===== src/rtl/spi_slave.sv =====
// rtl/spi_slave.sv - SPI target with APB-visible instruction, TX/RX buffers and status
//
// Ports:
//   pclk_i, presetn_i        system clock, synchronous active-low reset
//   paddr_i..pwdata_i        APB slave (zero wait states, pready_o tied 1)
//   prdata_o                 registered APB read data
//   sclk_i, cs_i, mosi_i     SPI inputs from the master (oversampled in pclk)
//   miso_o                   SPI output to the master, idles high
//   irq_o                    level interrupt, present only with SPI_SLAVE_IRQ_EN
//
// Optional feature macro: SPI_SLAVE_IRQ_EN (adds irq_o and IRQEN register at 0x07).
//
// Register map: 0x00 INSTR, 0x01-0x05 TX, 0x06 RXCNT, 0x07 IRQEN (optional),
//               0x08 STATUS {overrun, done, busy}, 0x09-0x0D RX.

module spi_slave #(
  parameter int MAX_BYTES   = 5,
  parameter int SYNC_STAGES = 2
) (
  input  logic       pclk_i,
  input  logic       presetn_i,
  input  logic [7:0] paddr_i,
  input  logic       psel_i,
  input  logic       penable_i,
  input  logic       pwrite_i,
  input  logic [7:0] pwdata_i,
  output logic       pready_o,
  output logic [7:0] prdata_o,
  input  logic       sclk_i,
  input  logic       cs_i,
  input  logic       mosi_i,
`ifdef SPI_SLAVE_IRQ_EN
  output logic       irq_o,
`endif
  output logic       miso_o
);

  localparam int IDXW = $clog2(MAX_BYTES + 1);

  typedef enum logic [1:0] {
    S_IDLE  = 2'd0,
    S_INSTR = 2'd1,
    S_DATA  = 2'd2
  } state_e;

  // Input synchronisers and edge detection
  logic [SYNC_STAGES-1:0] sclk_sync_q;
  logic [SYNC_STAGES-1:0] cs_sync_q;
  logic [SYNC_STAGES-1:0] mosi_sync_q;
  logic                   sclk_prev_q;
  logic                   cs_prev_q;

  logic sclk_s, cs_s, mosi_s;
  logic sclk_rise, sclk_fall, cs_rise, cs_fall;

  // SCLK and CS chains reset to their idle level (high) so that leaving reset
  // with the bus idle never looks like an edge.
  always_ff @(posedge pclk_i) begin
    if (!presetn_i) begin
      sclk_sync_q <= '1;
      cs_sync_q   <= '1;
      mosi_sync_q <= '0;
      sclk_prev_q <= 1'b1;
      cs_prev_q   <= 1'b1;
    end else begin
      sclk_sync_q <= {sclk_sync_q[SYNC_STAGES-2:0], sclk_i};
      cs_sync_q   <= {cs_sync_q[SYNC_STAGES-2:0], cs_i};
      mosi_sync_q <= {mosi_sync_q[SYNC_STAGES-2:0], mosi_i};
      sclk_prev_q <= sclk_sync_q[SYNC_STAGES-1];
      cs_prev_q   <= cs_sync_q[SYNC_STAGES-1];
    end
  end

  assign sclk_s = sclk_sync_q[SYNC_STAGES-1];
  assign cs_s   = cs_sync_q[SYNC_STAGES-1];
  assign mosi_s = mosi_sync_q[SYNC_STAGES-1];

  // SCLK activity only counts while the target is selected
  assign sclk_rise = sclk_s & ~sclk_prev_q & ~cs_s;
  assign sclk_fall = ~sclk_s & sclk_prev_q & ~cs_s;
  assign cs_fall   = ~cs_s & cs_prev_q;
  assign cs_rise   = cs_s & ~cs_prev_q;

  // Frame state and buffers
  state_e            state_q;
  logic [7:0]        shift_q;
  logic [2:0]        bit_cnt_q;
  logic [IDXW-1:0]   byte_idx_q;
  logic [IDXW-1:0]   rxcnt_q;
  logic [7:0]        instr_q;
  logic [7:0]        tx_q [MAX_BYTES];
  logic [7:0]        rx_q [MAX_BYTES];
  logic              done_q;
  logic              ovr_q;
  logic              miso_q;
  logic [7:0]        prdata_q;

  logic       busy;
  logic       apb_wr, apb_rd;
  logic       clr_done, clr_ovr;
  logic [7:0] shift_in;
  logic       byte_full;
  logic       tx_bit_d;
  logic [7:0] rdata_d;

  assign busy      = (state_q != S_IDLE);
  assign apb_wr    = psel_i & penable_i & pwrite_i;
  assign apb_rd    = psel_i & penable_i & ~pwrite_i;
  assign clr_done  = apb_wr & (paddr_i == 8'h08) & pwdata_i[1];
  assign clr_ovr   = apb_wr & (paddr_i == 8'h08) & pwdata_i[2];
  assign shift_in  = {shift_q[6:0], mosi_s};
  assign byte_full = (byte_idx_q == IDXW'(MAX_BYTES));

  // Next MISO bit: MSB-first bit of the current TX byte, or idle-high once
  // every buffered byte has been sent.
  always_comb begin
    tx_bit_d = 1'b1;
    for (int i = 0; i < MAX_BYTES; i++) begin
      if (byte_idx_q == IDXW'(i)) tx_bit_d = tx_q[i][~bit_cnt_q];
    end
  end

  always_ff @(posedge pclk_i) begin
    if (!presetn_i) begin
      state_q    <= S_IDLE;
      shift_q    <= '0;
      bit_cnt_q  <= '0;
      byte_idx_q <= '0;
      rxcnt_q    <= '0;
      instr_q    <= '0;
      done_q     <= 1'b0;
      ovr_q      <= 1'b0;
      miso_q     <= 1'b1;
      for (int i = 0; i < MAX_BYTES; i++) begin
        tx_q[i] <= '0;
        rx_q[i] <= '0;
      end
    end else begin
      // Host side: TX buffer is frozen for the whole frame
      if (apb_wr && !busy) begin
        for (int i = 0; i < MAX_BYTES; i++) begin
          if (paddr_i == 8'(i + 1)) tx_q[i] <= pwdata_i;
        end
      end

      // W1C clears come first so a same-cycle set from the FSM wins
      if (clr_done) done_q <= 1'b0;
      if (clr_ovr)  ovr_q  <= 1'b0;

      case (state_q)
        S_IDLE: begin
          miso_q <= 1'b1;
          if (cs_fall) begin
            state_q    <= S_INSTR;
            bit_cnt_q  <= '0;
            byte_idx_q <= '0;
            rxcnt_q    <= '0;
          end
        end

        S_INSTR: begin
          miso_q <= 1'b1;
          if (cs_rise) begin
            state_q <= S_IDLE;
            done_q  <= 1'b1;
          end else if (sclk_rise) begin
            shift_q   <= shift_in;
            bit_cnt_q <= bit_cnt_q + 3'd1;
            if (bit_cnt_q == 3'd7) begin
              instr_q <= shift_in;
              state_q <= S_DATA;
            end
          end
        end

        S_DATA: begin
          if (cs_rise) begin
            state_q <= S_IDLE;
            done_q  <= 1'b1;
            miso_q  <= 1'b1;
          end else begin
            if (sclk_fall) miso_q <= tx_bit_d;
            if (sclk_rise) begin
              shift_q   <= shift_in;
              bit_cnt_q <= bit_cnt_q + 3'd1;
              if (bit_cnt_q == 3'd7) begin
                if (byte_full) begin
                  ovr_q <= 1'b1;
                end else begin
                  for (int i = 0; i < MAX_BYTES; i++) begin
                    if (byte_idx_q == IDXW'(i)) rx_q[i] <= shift_in;
                  end
                  rxcnt_q    <= rxcnt_q + IDXW'(1);
                  byte_idx_q <= byte_idx_q + IDXW'(1);
                end
              end
            end
          end
        end

        default: begin
          state_q <= S_IDLE;
          miso_q  <= 1'b1;
        end
      endcase
    end
  end

`ifdef SPI_SLAVE_IRQ_EN
  logic [1:0] irqen_q;
  logic       irq_q;

  // Computed from the registered flags, so a W1C clear drops irq one cycle later
  always_ff @(posedge pclk_i) begin
    if (!presetn_i) begin
      irqen_q <= '0;
      irq_q   <= 1'b0;
    end else begin
      if (apb_wr && (paddr_i == 8'h07)) irqen_q <= pwdata_i[1:0];
      irq_q <= |({ovr_q, done_q} & irqen_q);
    end
  end

  assign irq_o = irq_q;
`endif

  // Read mux
  always_comb begin
    rdata_d = '0;
    if (paddr_i == 8'h00) rdata_d = instr_q;
    if (paddr_i == 8'h06) rdata_d = 8'(rxcnt_q);
    if (paddr_i == 8'h08) rdata_d = {5'b0, ovr_q, done_q, busy};
`ifdef SPI_SLAVE_IRQ_EN
    if (paddr_i == 8'h07) rdata_d = {6'b0, irqen_q};
`endif
    for (int i = 0; i < MAX_BYTES; i++) begin
      if (paddr_i == 8'(i + 1)) rdata_d = tx_q[i];
      if (paddr_i == 8'(i + 9)) rdata_d = rx_q[i];
    end
  end

  always_ff @(posedge pclk_i) begin
    if (!presetn_i) begin
      prdata_q <= '0;
    end else if (apb_rd) begin
      prdata_q <= rdata_d;
    end
  end

  assign pready_o = 1'b1;
  assign prdata_o = prdata_q;
  assign miso_o   = miso_q;

endmodule


===== config.mk =====
export PLATFORM = sky130hd
export DESIGN_NAME = spi_slave
export DESIGN_NICKNAME = d
export VERILOG_FILES = /design/src/rtl/spi_slave.sv
export SDC_FILE = /design/constraint.sdc
export NUM_CORES = 1
export LEC_CHECK = 0
export BUFFER_PORTS_ARGS = -buffer_cell sky130_fd_sc_hd__buf_2
export CORE_MARGIN = 3
export CORE_UTILIZATION = 43
export DETAILED_ROUTE_END_ITERATION = 10
export HOLD_SLACK_MARGIN = 0.08
export PLACE_DENSITY_LB_ADDON = 0.3
export SYNTH_ARGS = -nofsm -noshare
export SYNTH_HDL_FRONTEND = slang
export SYNTH_SLANG_ARGS = --single-unit

===== constraint.sdc =====
create_clock -name pclk_i -period 3.5 [get_ports pclk_i]
set_input_delay 0.175 -clock pclk_i [delete_from_list [all_inputs] [get_ports pclk_i]]
set_output_delay 0.175 -clock pclk_i [all_outputs]
set_load 0.01 [all_outputs]

-- After elaboration in Yosys (flattened, before gate mapping)
Memory sizes are Yosys's and may differ from the RTL's.
Index checks and enable logic that the tools add are counted.
- $add $sub $neg: 3
- bitwise operators: 31
- $mul: 0
- magnitude comparators: 1
- divide/modulo/power cells: 0
- shifts and indexed selects: 0
- multiplexer cells: 128
- equality and inequality tests: 30
- reductions and logical operators: 15
- operator list (cell ; number):
    $mux 8 ; 23
    $mux 1 ; 80
    $eq 8x4->1 const B ; 6
    $mux 3 ; 11
    $eq 8x3->1 const B ; 3
    $pmux 3 s2 ; 3
    $eq 8x2->1 const B ; 2
    $bmux 1 s3 ; 5
    $ne 2x2->1 const B ; 7
    $and 1x1->1 ; 12
    $reduce_and 4->1 ; 3
    $mux 2 ; 5
    $or 1x1->1 ; 10
    $add 3x1->3 const B ; 3
    $eq 3x3->1 const B ; 3
    $eq 8x1->1 const B ; 1
    $logic_not 8->1 ; 1
    $not 1->1 ; 8
    $eq 3x2->1 const B ; 2
    $ne 3x3->1 const B ; 2
    $pmux 2 s3 ; 1
    $reduce_and 6->1 ; 1
    $reduce_bool 2->1 ; 3
    $lt 3x4->1 const B ; 1
    12 further kinds ; 12
- output and inout bits: 10
- logic and storage cells: 225
- memories: 2
- memory bits (read-only): 0
- register bits: 45
- RAM bits: 80
- latch bits: 0
- input bits: 24
- memory list (name ; depth ; bits a word ; rd ports ; clocked after Yosys merged registers in ; write ports ; RTL line ; RTL):
    rx_q ; 5 ; 8 ; 5 ; 0 ; 5 ; 92 ; logic [7:0] rx_q [MAX_BYTES];
    tx_q ; 5 ; 8 ; 5 ; 0 ; 5 ; 91 ; logic [7:0] tx_q [MAX_BYTES];

-- Longest topological paths before layout
Gate-level depths: netlist (run 1).
- depth after elaboration: 14
- gate-level depth with buffers: 9
- depth with buffers taken out: 7

-- Least setup slack after synthesis (run 1)
Ideal clock, no wire load.
- path kind: register -> register
- start point: register state_q[0]
- end point: memory tx_q[1][2] (netlist: tx_q[0][10]) (enable)
- slack: 0.828 ns
- setup time: 0.387 ns
- stages on the path, launching flop included: 7
- data arrival time: 2.286 ns
- path through: dfxtp_1 -> inv_1 -> ha_1 -> inv_2 -> or4_4 -> or2_2 -> o31ai_1
- RTL lines (element ; RTL line ; RTL):
    start, declared ; 85 ; state_e state_q;
    start signal, assigned ; 125 ; state_q <= S_IDLE;
    start signal, assigned ; 154 ; state_q <= S_INSTR;
    start signal, assigned ; 164 ; state_q <= S_IDLE;
    end, declared ; 91 ;

==> flow_metrics.py, run 1 <==
metrics = {
    "run_status": {
        "status": "complete, no violations",
    },
    "timing": {
        "final-hold-violation-count": 0,
        "period_minus_slack_ns": 2.52,
        "slew_violations": 0,
        "fin_setup_tns_ns": 0,
        "fmax_mhz": 397,
        "worstMarginPinSlew_ns": 0.804,
        "setup_viol": 0,
        "finalCritPeriodShare": 0.720,
        "slew_headroom": 0.464,
        "skew_ns": 0.0111,
        "rsz0062_at_grt": "no",
    },
    "setup_path": {
        "rr_startpoint": "state_q[0]",
        "cpPeakStageDelay_ns": 0.58,
        "cp_cell_sequence": "inv_1 > ha_1 > inv_2 > or4_4 > or2_2 > nand2b_1 > nand2_1",
        "path_buf_inv": 2,
        "cp_top_family": "simple AND/OR/NAND/NOR gates",
        "worstSetupPathType": "reg2reg",
        "crit_fanout": 8,
        "cp_slowest_cell": "or4_4",
        "rr_worst_depth": 7,
        "r2r_slack_ns": 0.98,
        "critical_path.startpoint": "state_q[0]",
        "cp-end-kind": "flip-flop",
        "critPathLaunchType": "flip-flop",
        "required_ns": 3.59,
        "crit_arrival_ns": 2.61,
        "cp.depth": 7,
    },
    "logic_synthesis": {
        "ys_seq_area_frac": 0.553,
        "postSynthAreaPerCell_um2": 11.5,
        "ys.flop_type": "edfxtp_1",
        "synth_edf_count": 80,
        "synthArstFlopShare": 0,
        "synth_cells": 520,
        "ys_ff_latch": 125,
        "synth_warnings": 0,
        "yosys.cell_types.count": 65,
        "synth.net_count": 556,
        "netlist_area_mm2": 0.00597,
    },
    "cells_and_area": {
        "area_delta_synth_final_pct": 16.7,
        "nets": 594,
        "diodes": 0,
        "fillCellCount": 1172,
        "stdcell_count": 747,
        "drive_gt1_frac": 0.193,
        "layout_common_cells": "80 x edfxtp_1, 45 x dfxtp_1, 38 x nand2_1, 32 x buf_2, 31 x nor2_1",
        "final_common_cell": "edfxtp_1",
    },
    "cts": {
        "cts_tree": "done",
        "cts_buffers": 17,
        "cts_num_sinks": 125,
        "ctsHtreeMaxLevel": 4,
        "clock-root-buffer": "clkbuf_16",
        "post_cts_buffers": 0,
        "cts.clk_slew.worst_paths_ns": 0.06,
        "clkLatencyLatePin_ns": 0.42,
        "clock_path_buffers": 2,
        "ctsResizeCount": 0,
        "cts_hold_buf": 4,
    },
    "detailed_routing": {
        "postRouteAntennaNets": 0,
        "remaining_drc_errors": 0,
        "first_pass_iters": 5,
        "wl_per_cell_um": 22.0,
        "wl_mm": 16.4,
        "avgViaCountPerCell": 5.96,
        "vias": 4451,
        "first_iter_violations": 449,
    },
    "grt": {
        "grt_max_degree": 38,
        "grt_pass1_vias": 4405,
        "grt_pass1_wl_mm": 25.2,
        "antenna_found_initial": 0,
        "grt-ovfl-total": 0,
        "grt.total_usage": 0.228,
    },
    "die": {
        "rows": 42,
        "fp.coreArea_mm2": 0.0134,
        "die_h_um": 124,
        "dieArea_mm2": 0.0153,
        "initial_core_util": 0.446,
        "ios": 34,
        "die_width_um": 124,
    },
    "placement": {
        "gp_congestion": 0.980,
        "placedCellCount": 711,
        "portBuffers": 32,
        "hpwlAfterDp_mm": 11.9,
    },
    "hold_path": {
        "hold_class": "in2reg",
        "holdPathStages": 4,
        "hold_path.startpoint": "pwdata_i[2]",
    },
    "power": {
        "leakage_uw": 0.00250,
        "power-per-cell-area_mw_per_mm2": 553,
        "peakVddDrop_uv": 314,
        "power.total_uw": 3850,
    },
    "flow_run": {
        "max_cap_viol_count": 0,
    },
}
[cell usage after synthesis (2+ instances only)]
| library cell | instances | area share |
|---|---|---|
| nor2_1 | 31 | 0.019 |
| ha_1 | 12 | 0.025 |
| nand4_1 | 2 | 0.0021 |
| nand2b_1 | 16 | 0.017 |
| o2111ai_1 | 3 | 0.0044 |
| nand3_1 | 23 | 0.019 |
| a2bb2oi_1 | 3 | 0.0044 |
| o211ai_1 | 3 | 0.0038 |
| or2_2 | 3 | 0.0031 |
| buf_4 | 5 | 0.0063 |
| and2_1 | 20 | 0.021 |
| nor3b_1 | 3 | 0.0038 |
| dfxtp_1 | 45 | 0.15 |
| nand2_1 | 38 | 0.024 |
| clkbuf_1 | 12 | 0.0075 |
| or3_1 | 3 | 0.0031 |
| o21a_1 | 2 | 0.0025 |
| a31oi_1 | 5 | 0.0052 |
| inv_1 | 18 | 0.011 |
| nor2b_1 | 9 | 0.0094 |
| o21ai_0 | 20 | 0.017 |
| and3_1 | 3 | 0.0031 |
| a21boi_0 | 2 | 0.0025 |
| mux2i_1 | 25 | 0.042 |
| buf_2 | 10 | 0.0084 |
| nor3_1 | 12 | 0.010 |
| buf_1 | 5 | 0.0031 |
| a22oi_1 | 3 | 0.0038 |
| inv_2 | 2 | 0.0013 |
| a211oi_1 | 4 | 0.0050 |
| a21oi_1 | 30 | 0.025 |
| edfxtp_1 | 80 | 0.40 |
| a221oi_1 | 5 | 0.0073 |
| a22o_1 | 4 | 0.0059 |
| o221ai_1 | 4 | 0.0059 |
| o32a_1 | 2 | 0.0034 |
| mux4_2 | 13 | 0.049 |
| o22ai_1 | 5 | 0.0052 |
| mux2_2 | 6 | 0.011 |
| a32oi_1 | 3 | 0.0044 |
| o311a_1 | 2 | 0.0034 |
[worst register-to-register path, stage by stage, from the launching register on]
cell and delay [ns]:
dfxtp_1 0.33, inv_1 0.10, ha_1 0.31, inv_2 0.11, or4_4 0.58, or2_2 0.33
nand2b_1 0.14, nand2_1 0.29
[routing by layer]
layer,share of wire,wire [um],track usage,vias up
met5,0,0,0,-
met4,0.038,619,0.109,0
met3,0.063,1030,0.0572,47
met2,0.48,7930,0.365,190
met1,0.42,6860,0.291,2190
li1,-,-,-,2024
[stage by stage]
stage | instance area, um2 | utilization | hold WS (ns) | worst slack, ns
after floorplan | 5970 | - | 0.276 | 0.828
after global placement | 6330 | 0.472 | 0.364 | 1.03
after detailed placement | 6330 | 0.472 | 0.362 | 0.998
after CTS | 6970 | 0.520 | 0.0842 | 0.988
after global routing | 6970 | 0.520 | 0.112 | 0.787
final | 6970 | 0.520 | 0.0899 | 0.981
[cell families after synthesis]
kind of cell               Yosys count  share of synthesized area
and+or+nand+nor                    174                      0.152
other                                1                   0.000628
AOI/OAI and AO/OA                  111                      0.128
adders and majority gates           12                     0.0251
DFF                                125                      0.553
buffers and inverters               53                     0.0386
muxes                               44                      0.102
[registers in the layout, indices dropped and copies added, names as in the netlist, 2 cells and up]
register and flops:
bit_cnt_q 3, byte_idx_q 3, cs_sync_q 2, instr_q 8
mosi_sync_q 2, prdata_o 8, rx_q 40, rxcnt_q 3
sclk_sync_q 2, shift_q 7, state_q 2, tx_q 40
[path summary, 6_finish.rpt]
| kind | end |
|---|---|
| min | ovr_q |
| max reg2reg | tx_q[0][7] |
| max | tx_q[0][7] |
| min reg2reg | sclk_sync_q[1] |
[layout make-up]
cell class,instances,area (um2),area share
clock buffer,19,433,0.0622
clock inverter,13,166,0.0239
inverter,21,78.8,0.0113
multi-input combinational,342,2450,0.352
sequential,125,3300,0.474
tap,176,220,0.0316
timing repair buffer,51,313,0.0449
[where the power goes]
part	internal [uW]	switching [uW]	total (uW)
combinational	159	267	426
sequential	1610	33.1	1650
clock	1120	656	1780
total	2890	956	3850
Note: power is estimated with default switching activity, not from simulation.
==> run 2, diff against run 1 <==
==> constraint.sdc (replaced) <==
create_clock -name pclk_i -period 2.6 [get_ports pclk_i]
set_input_delay 0.13 -clock pclk_i [delete_from_list [all_inputs] [get_ports pclk_i]]
set_output_delay 0.13 -clock pclk_i [all_outputs]
set_load 0.01 [all_outputs]
==> run 2 against run 1 <==
  * Routed wire length down 2.3%
  * Die area unchanged
  * Cell count up 1.3%
  * Largest cell class unchanged
==> flow_metrics.py, run 2 (synthesis gave the netlist of run 1 again) <==
metrics = {
    "run_status": {
        "status": "complete, no violations",
    },
    "grt": {
        "grt_pass1_wl_mm": 24.6,
        "grt_max_degree": 32,
        "grt-ovfl-total": 0,
        "antenna_found_initial": 0,
        "grt.total_usage": 0.222,
        "grt_pass1_vias": 4359,
    },
    "placement": {
        "portBuffers": 32,
        "hpwlAfterDp_mm": 11.7,
        "gp_congestion": 0.923,
        "place_area_mm2": 0.00638,
    },
    "cells_and_area": {
        "area_delta_synth_final_pct": 17.3,
        "drive_gt1_frac": 0.205,
        "multi_input_area_mm2": 0.00246,
        "diodes": 0,
        "nets": 604,
        "layout_common_cells": "80 x edfxtp_1, 45 x dfxtp_1, 38 x nand2_1, 32 x buf_2, 31 x nor2_1",
        "regArea_mm2": 0.00330,
        "fillCellCount": 1180,
        "top_regs": "rx_q x40, tx_q x40",
        "stdcell_area_mm2": 0.00701,
        "final_common_cell": "edfxtp_1",
    },
    "timing": {
        "slew_violations": 0,
        "worstMarginPinSlew_ns": 0.591,
        "rsz0062_at_grt": "no",
        "finalCritPeriodShare": 0.906,
        "setup_viol": 0,
        "slew_headroom": 0.605,
        "period_minus_slack_ns": 2.36,
        "fin_setup_tns_ns": 0,
        "fmax_mhz": 424,
        "final-hold-violation-count": 0,
        "skew_ns": 0.00841,
    },
    "die": {
        "dieArea_mm2": 0.0153,
        "initial_core_util": 0.446,
        "die_width_um": 124,
        "ios": 34,
        "die_h_um": 124,
        "rows": 42,
        "fp.coreArea_mm2": 0.0134,
    },
    "setup_path": {
        "cp-end-kind": "flip-flop",
        "rr_worst_depth": 7,
        "critPathLaunchType": "flip-flop",
        "critical_path.startpoint": "state_q[1]",
        "crit_fanout": 8,
        "required_ns": 2.69,
        "crit_arrival_ns": 2.44,
        "r2r_slack_ns": 0.24,
        "rr_startpoint": "state_q[1]",
        "r2r_end": "tx_q[0][5]",
        "worstSetupPathType": "reg2reg",
    },
    "power": {
        "swShare": 0.257,
        "p_seq_frac": 0.442,
        "power-per-cell-area_mw_per_mm2": 714,
        "leakage_uw": 0.00254,
        "intPower_uw": 3720,
        "power_frac_comb": 0.118,
        "peakVddDrop_uv": 511,
        "power_frac_clock": 0.440,
        "p_sw_uw": 1280,
    },
    "detailed_routing": {
        "first_iter_violations": 422,
        "avgViaCountPerCell": 5.86,
        "wl_mm": 16.1,
        "postRouteAntennaNets": 0,
        "vias": 4437,
        "first_pass_iters": 5,
        "remaining_drc_errors": 0,
        "wl_per_cell_um": 21.2,
    },
    "cts": {
        "post_cts_buffers": 0,
        "cts_num_sinks": 125,
        "cts.clk_slew.worst_paths_ns": 0.06,
        "clock_path_buffers": 2,
        "cts_tree": "done",
        "clock-root-buffer": "clkbuf_16",
        "cts_buffers": 17,
        "ctsHtreeMaxLevel": 4,
        "clkLatencyLatePin_ns": 0.42,
    },
    "hold_path": {
        "hold_path.startpoint": "pwdata_i[4]",
        "hold_path_end": "tx_q[0][28]",
        "hold_class": "in2reg",
        "holdPathStages": 2,
    },
    "flow_run": {
        "max_cap_viol_count": 0,
    },
}
[run 2: changes by cell type in the layout (fill, tap and decap cells not counted), moves of 2 or more]
cell           before  now
buf_4              15   22
clkinv_2            1    4
dlygate4sd3_1       4    7
bufinv_16           3    1
[run 2: area by class of cell]
cell class | instances | share of cell area
Sequential cell | 125 | 0.472
Multi-Input combinational cell | 342 | 0.351
Clock buffer | 19 | 0.0618
Timing Repair Buffer | 61 | 0.0564
Tap cell | 176 | 0.0314
Clock inverter | 13 | 0.0170
Inverter | 21 | 0.0113
[run 2: worst max-delay path by stage]
| stage | end | slack, ns | cells past startpoint |
|---|---|---|---|
| floorplan | tx_q[0][10] | 0.17 | 6 |
| global placement | tx_q[0][5] | 0.28 | 7 |
| detailed placement | tx_q[0][5] | 0.24 | 7 |
| CTS | tx_q[0][1] | 0.23 | 7 |
| global route | tx_q[0][14] | 0.10 | 6 |
| finish | tx_q[0][5] | 0.24 | 7 |
[run 2: per-stage QoR]
| stage | instances | total power [uW] | worst slack, ns | hold WS, ns | util |
|---|---|---|---|---|---|
| after floorplan | 520 | 2620 | 0.166 | 0.231 | - |
| after global placement | 718 | 2810 | 0.283 | 0.313 | 0.476 |
| after detailed placement | 718 | 2830 | 0.245 | 0.320 | 0.476 |
| after CTS | 757 | 5030 | 0.231 | 0.0904 | 0.523 |
| after global routing | 757 | 5200 | 0.105 | 0.108 | 0.523 |
| final | 757 | 5000 | 0.244 | 0.0969 | 0.523 |
[run 2: power groups by stage]
stage	clock network, uW	registers (uW)	logic (uW)
2_1_floorplan	0	2240	387
3_3_place_gp	0	2250	556
3_5_place_dp	0	2250	572
4_1_cts	2240	2210	581
5_1_grt	2340	2220	641
6_report	2200	2210	588
[run 2: layer usage]
layer / track usage / part of all wire / routed length (um) / vias up
li1: - / - / - / 2044
met1: 0.288 / 0.43 / 6910 / 2201
met5: 0 / 0 / 0 / -
met2: 0.353 / 0.48 / 7770 / 163
met3: 0.0613 / 0.062 / 989 / 29
met4: 0.0879 / 0.024 / 392 / 0
[run 2: worst max-delay path, stage by stage, from the launching register on]
cell	delay (ns)
dfxtp_1	0.33
inv_1	0.10
ha_1	0.18
inv_2	0.07
or4_4	0.57
or2_2	0.34
nand2b_1	0.15
nand2_1	0.27
[run 2: timing repair]
item                                   in CTS  in global routing
resized for setup                           0                  0
hold buffers                                7                  0
endpoints found under the hold margin      15                  0
==> run 3, diff against run 2 <==
--- a/config.mk
+++ b/config.mk
@@ -7,7 +7,7 @@
 export LEC_CHECK = 0
 export BUFFER_PORTS_ARGS = -buffer_cell sky130_fd_sc_hd__buf_2
 export CORE_MARGIN = 3
-export CORE_UTILIZATION = 43
+export CORE_UTILIZATION = 45
 export DETAILED_ROUTE_END_ITERATION = 10
 export HOLD_SLACK_MARGIN = 0.08
 export PLACE_DENSITY_LB_ADDON = 0.3
==> run 3 against run 2 <==
  * Cell count shrank 0.79%
  * Non-clock buffer count shrank 2
  * Count of clock-buffer cells in the layout grew 5
  * Critical endpoint is now tx_q[0][1]
  * Combinational power is essentially flat
  * Critical path type unchanged
  * Design area grew 0.13%
  * Die area shrank 4.2%
  * Worst hold slack gained 0.0046 ns
  * Critical path depth is the same
  * Largest cell class unchanged
  * Power grew 1.7%
  * Global-route usage grew 1.6 points
==> flow_metrics.py, run 3 (synthesis gave the netlist of run 1 again) <==
metrics = {
    "setup_path": {
        "critPathLaunchType": "flip-flop",
        "worstSetupPathType": "reg2reg",
        "r2r_end": "tx_q[0][1]",
        "crit_arrival_ns": 2.50,
        "r2r_slack_ns": 0.18,
        "crit_fanout": 8,
        "cp-end-kind": "flip-flop",
        "required_ns": 2.68,
        "rr_startpoint": "state_q[1]",
        "rr_worst_depth": 7,
    },
    "die": {
        "fp.coreArea_mm2": 0.0128,
        "initial_core_util": 0.467,
        "rows": 41,
        "ios": 34,
        "die_width_um": 121,
        "die_h_um": 121,
        "dieArea_mm2": 0.0147,
    },
    "detailed_routing": {
        "first_pass_iters": 5,
        "first_iter_violations": 523,
        "postRouteAntennaNets": 0,
        "vias": 4439,
        "wl_per_cell_um": 21.9,
        "avgViaCountPerCell": 5.91,
        "remaining_drc_errors": 0,
        "wl_mm": 16.4,
    },
    "cts": {
        "cts.clk_slew.worst_paths_ns": 0.06,
        "ctsHtreeMaxLevel": 4,
        "clkLatencyLatePin_ns": 0.42,
        "cts_buffers": 17,
        "ctsResizeCount": 0,
        "clock-root-buffer": "clkbuf_16",
        "clock_path_buffers": 2,
        "cts_tree": "done",
        "post_cts_buffers": 0,
        "cts_num_sinks": 125,
    },
    "run_status": {
        "status": "complete, no violations",
    },
    "cells_and_area": {
        "area_delta_synth_final_pct": 17.5,
        "top_regs": "rx_q x40, tx_q x40",
        "fillCellCount": 1098,
        "drive_gt1_frac": 0.202,
        "regArea_mm2": 0.00330,
        "diodes": 0,
        "layout_common_cells": "80 x edfxtp_1, 45 x dfxtp_1, 38 x nand2_1, 32 x buf_2, 31 x nor2_1",
        "final_core_util": 0.549,
        "stdcell_area_mm2": 0.00701,
        "nets": 602,
        "final_common_cell": "edfxtp_1",
        "multi_input_area_mm2": 0.00246,
    },
    "placement": {
        "portBuffers": 32,
        "place_area_mm2": 0.00639,
        "dp_slack_ns": 0.188,
        "gp_congestion": 0.938,
        "hpwlAfterDp_mm": 11.9,
    },
    "timing": {
        "setup_viol": 0,
        "final-hold-violation-count": 0,
        "skew_ns": 0.0101,
        "finalCritPeriodShare": 0.933,
        "fmax_mhz": 412,
        "fin_setup_tns_ns": 0,
        "rsz0062_at_grt": "no",
        "slew_headroom": 0.613,
        "worstMarginPinSlew_ns": 0.578,
        "setup_slack_ns": 0.175,
        "period_minus_slack_ns": 2.42,
        "slew_violations": 0,
    },
    "power": {
        "peakVddDrop_uv": 508,
        "power.total_uw": 5090,
        "power-per-cell-area_mw_per_mm2": 726,
        "leakage_uw": 0.00254,
    },
    "grt": {
        "grt_pass1_vias": 4484,
        "grt-ovfl-total": 0,
        "grt_pass1_wl_mm": 25.6,
        "grt_max_degree": 55,
        "antenna_found_initial": 0,
        "grt.total_usage": 0.238,
    },
    "flow_run": {
        "max_cap_viol_count": 0,
    },
    "hold_path": {
        "hold_class": "in2reg",
        "hold_path_end": "tx_q[0][7]",
        "hold_path.startpoint": "pwdata_i[7]",
        "holdPathStages": 2,
    },
}
[run 3: cell count changes in the layout (fill, tap and decap cells not counted), sizes merged]
| cell | delta |
|---|---|
| clkbuf | +5 |
| clkinv | -5 |
| dlygate4sd3 | -2 |
[run 3: area by class of cell]
cell class                      instances  share of cell area
Multi-Input combinational cell        342               0.350
Clock inverter                          8              0.0114
Inverter                               21              0.0112
Sequential cell                       125               0.471
Clock buffer                           24              0.0703
Tap cell                              172              0.0307
Timing Repair Buffer                   59              0.0553
[run 3: per-layer routing]
metal | routed length, um | share of wire | global-route usage
met5 | 0 | 0 | 0
met3 | 1130 | 0.069 | 0.0606
met4 | 422 | 0.026 | 0.0847
met1 | 6730 | 0.41 | 0.302
met2 | 8140 | 0.50 | 0.396
[run 3: worst max-delay path, cell delays in order (launching register included)]
cell and delay (ns):
dfxtp_1 0.33, inv_1 0.11, ha_1 0.20, inv_2 0.07, or4_4 0.57, or2_2 0.35
nand2b_1 0.16, nand2_1 0.30
[run 3: worst max path at each step]
| stage | start | endpoint | slack (ns) | cells after the start |
|---|---|---|---|---|
| floorplan | state_q[0] | tx_q[0][10] | 0.17 | 6 |
| global route | state_q[1] | tx_q[0][1] | 0.11 | 7 |
| finish | state_q[1] | tx_q[0][1] | 0.18 | 7 |
| global placement | state_q[0] | tx_q[0][6] | 0.26 | 7 |
| detailed placement | state_q[0] | tx_q[0][5] | 0.19 | 7 |
| CTS | state_q[1] | tx_q[0][1] | 0.17 | 7 |
[run 3: what timing repair did]
action	CTS	global route
setup endpoints to repair	0	0
hold endpoints to repair	9	0
hold buffers	5	0
[run 3: stage by stage]
stage,std cells,hold slack [ns]
6_report,751,0.101
5_1_grt,751,0.119
4_1_cts,751,0.104
3_5_place_dp,714,0.320
3_3_place_gp,714,0.315
2_1_floorplan,520,0.231
[run 3: report_power, final]
part	switching, uW	total [uW]	internal, uW
Clock	864	2290	1430
Combinational	355	586	232
Sequential	41.9	2210	2170
Total	1260	5090	3830
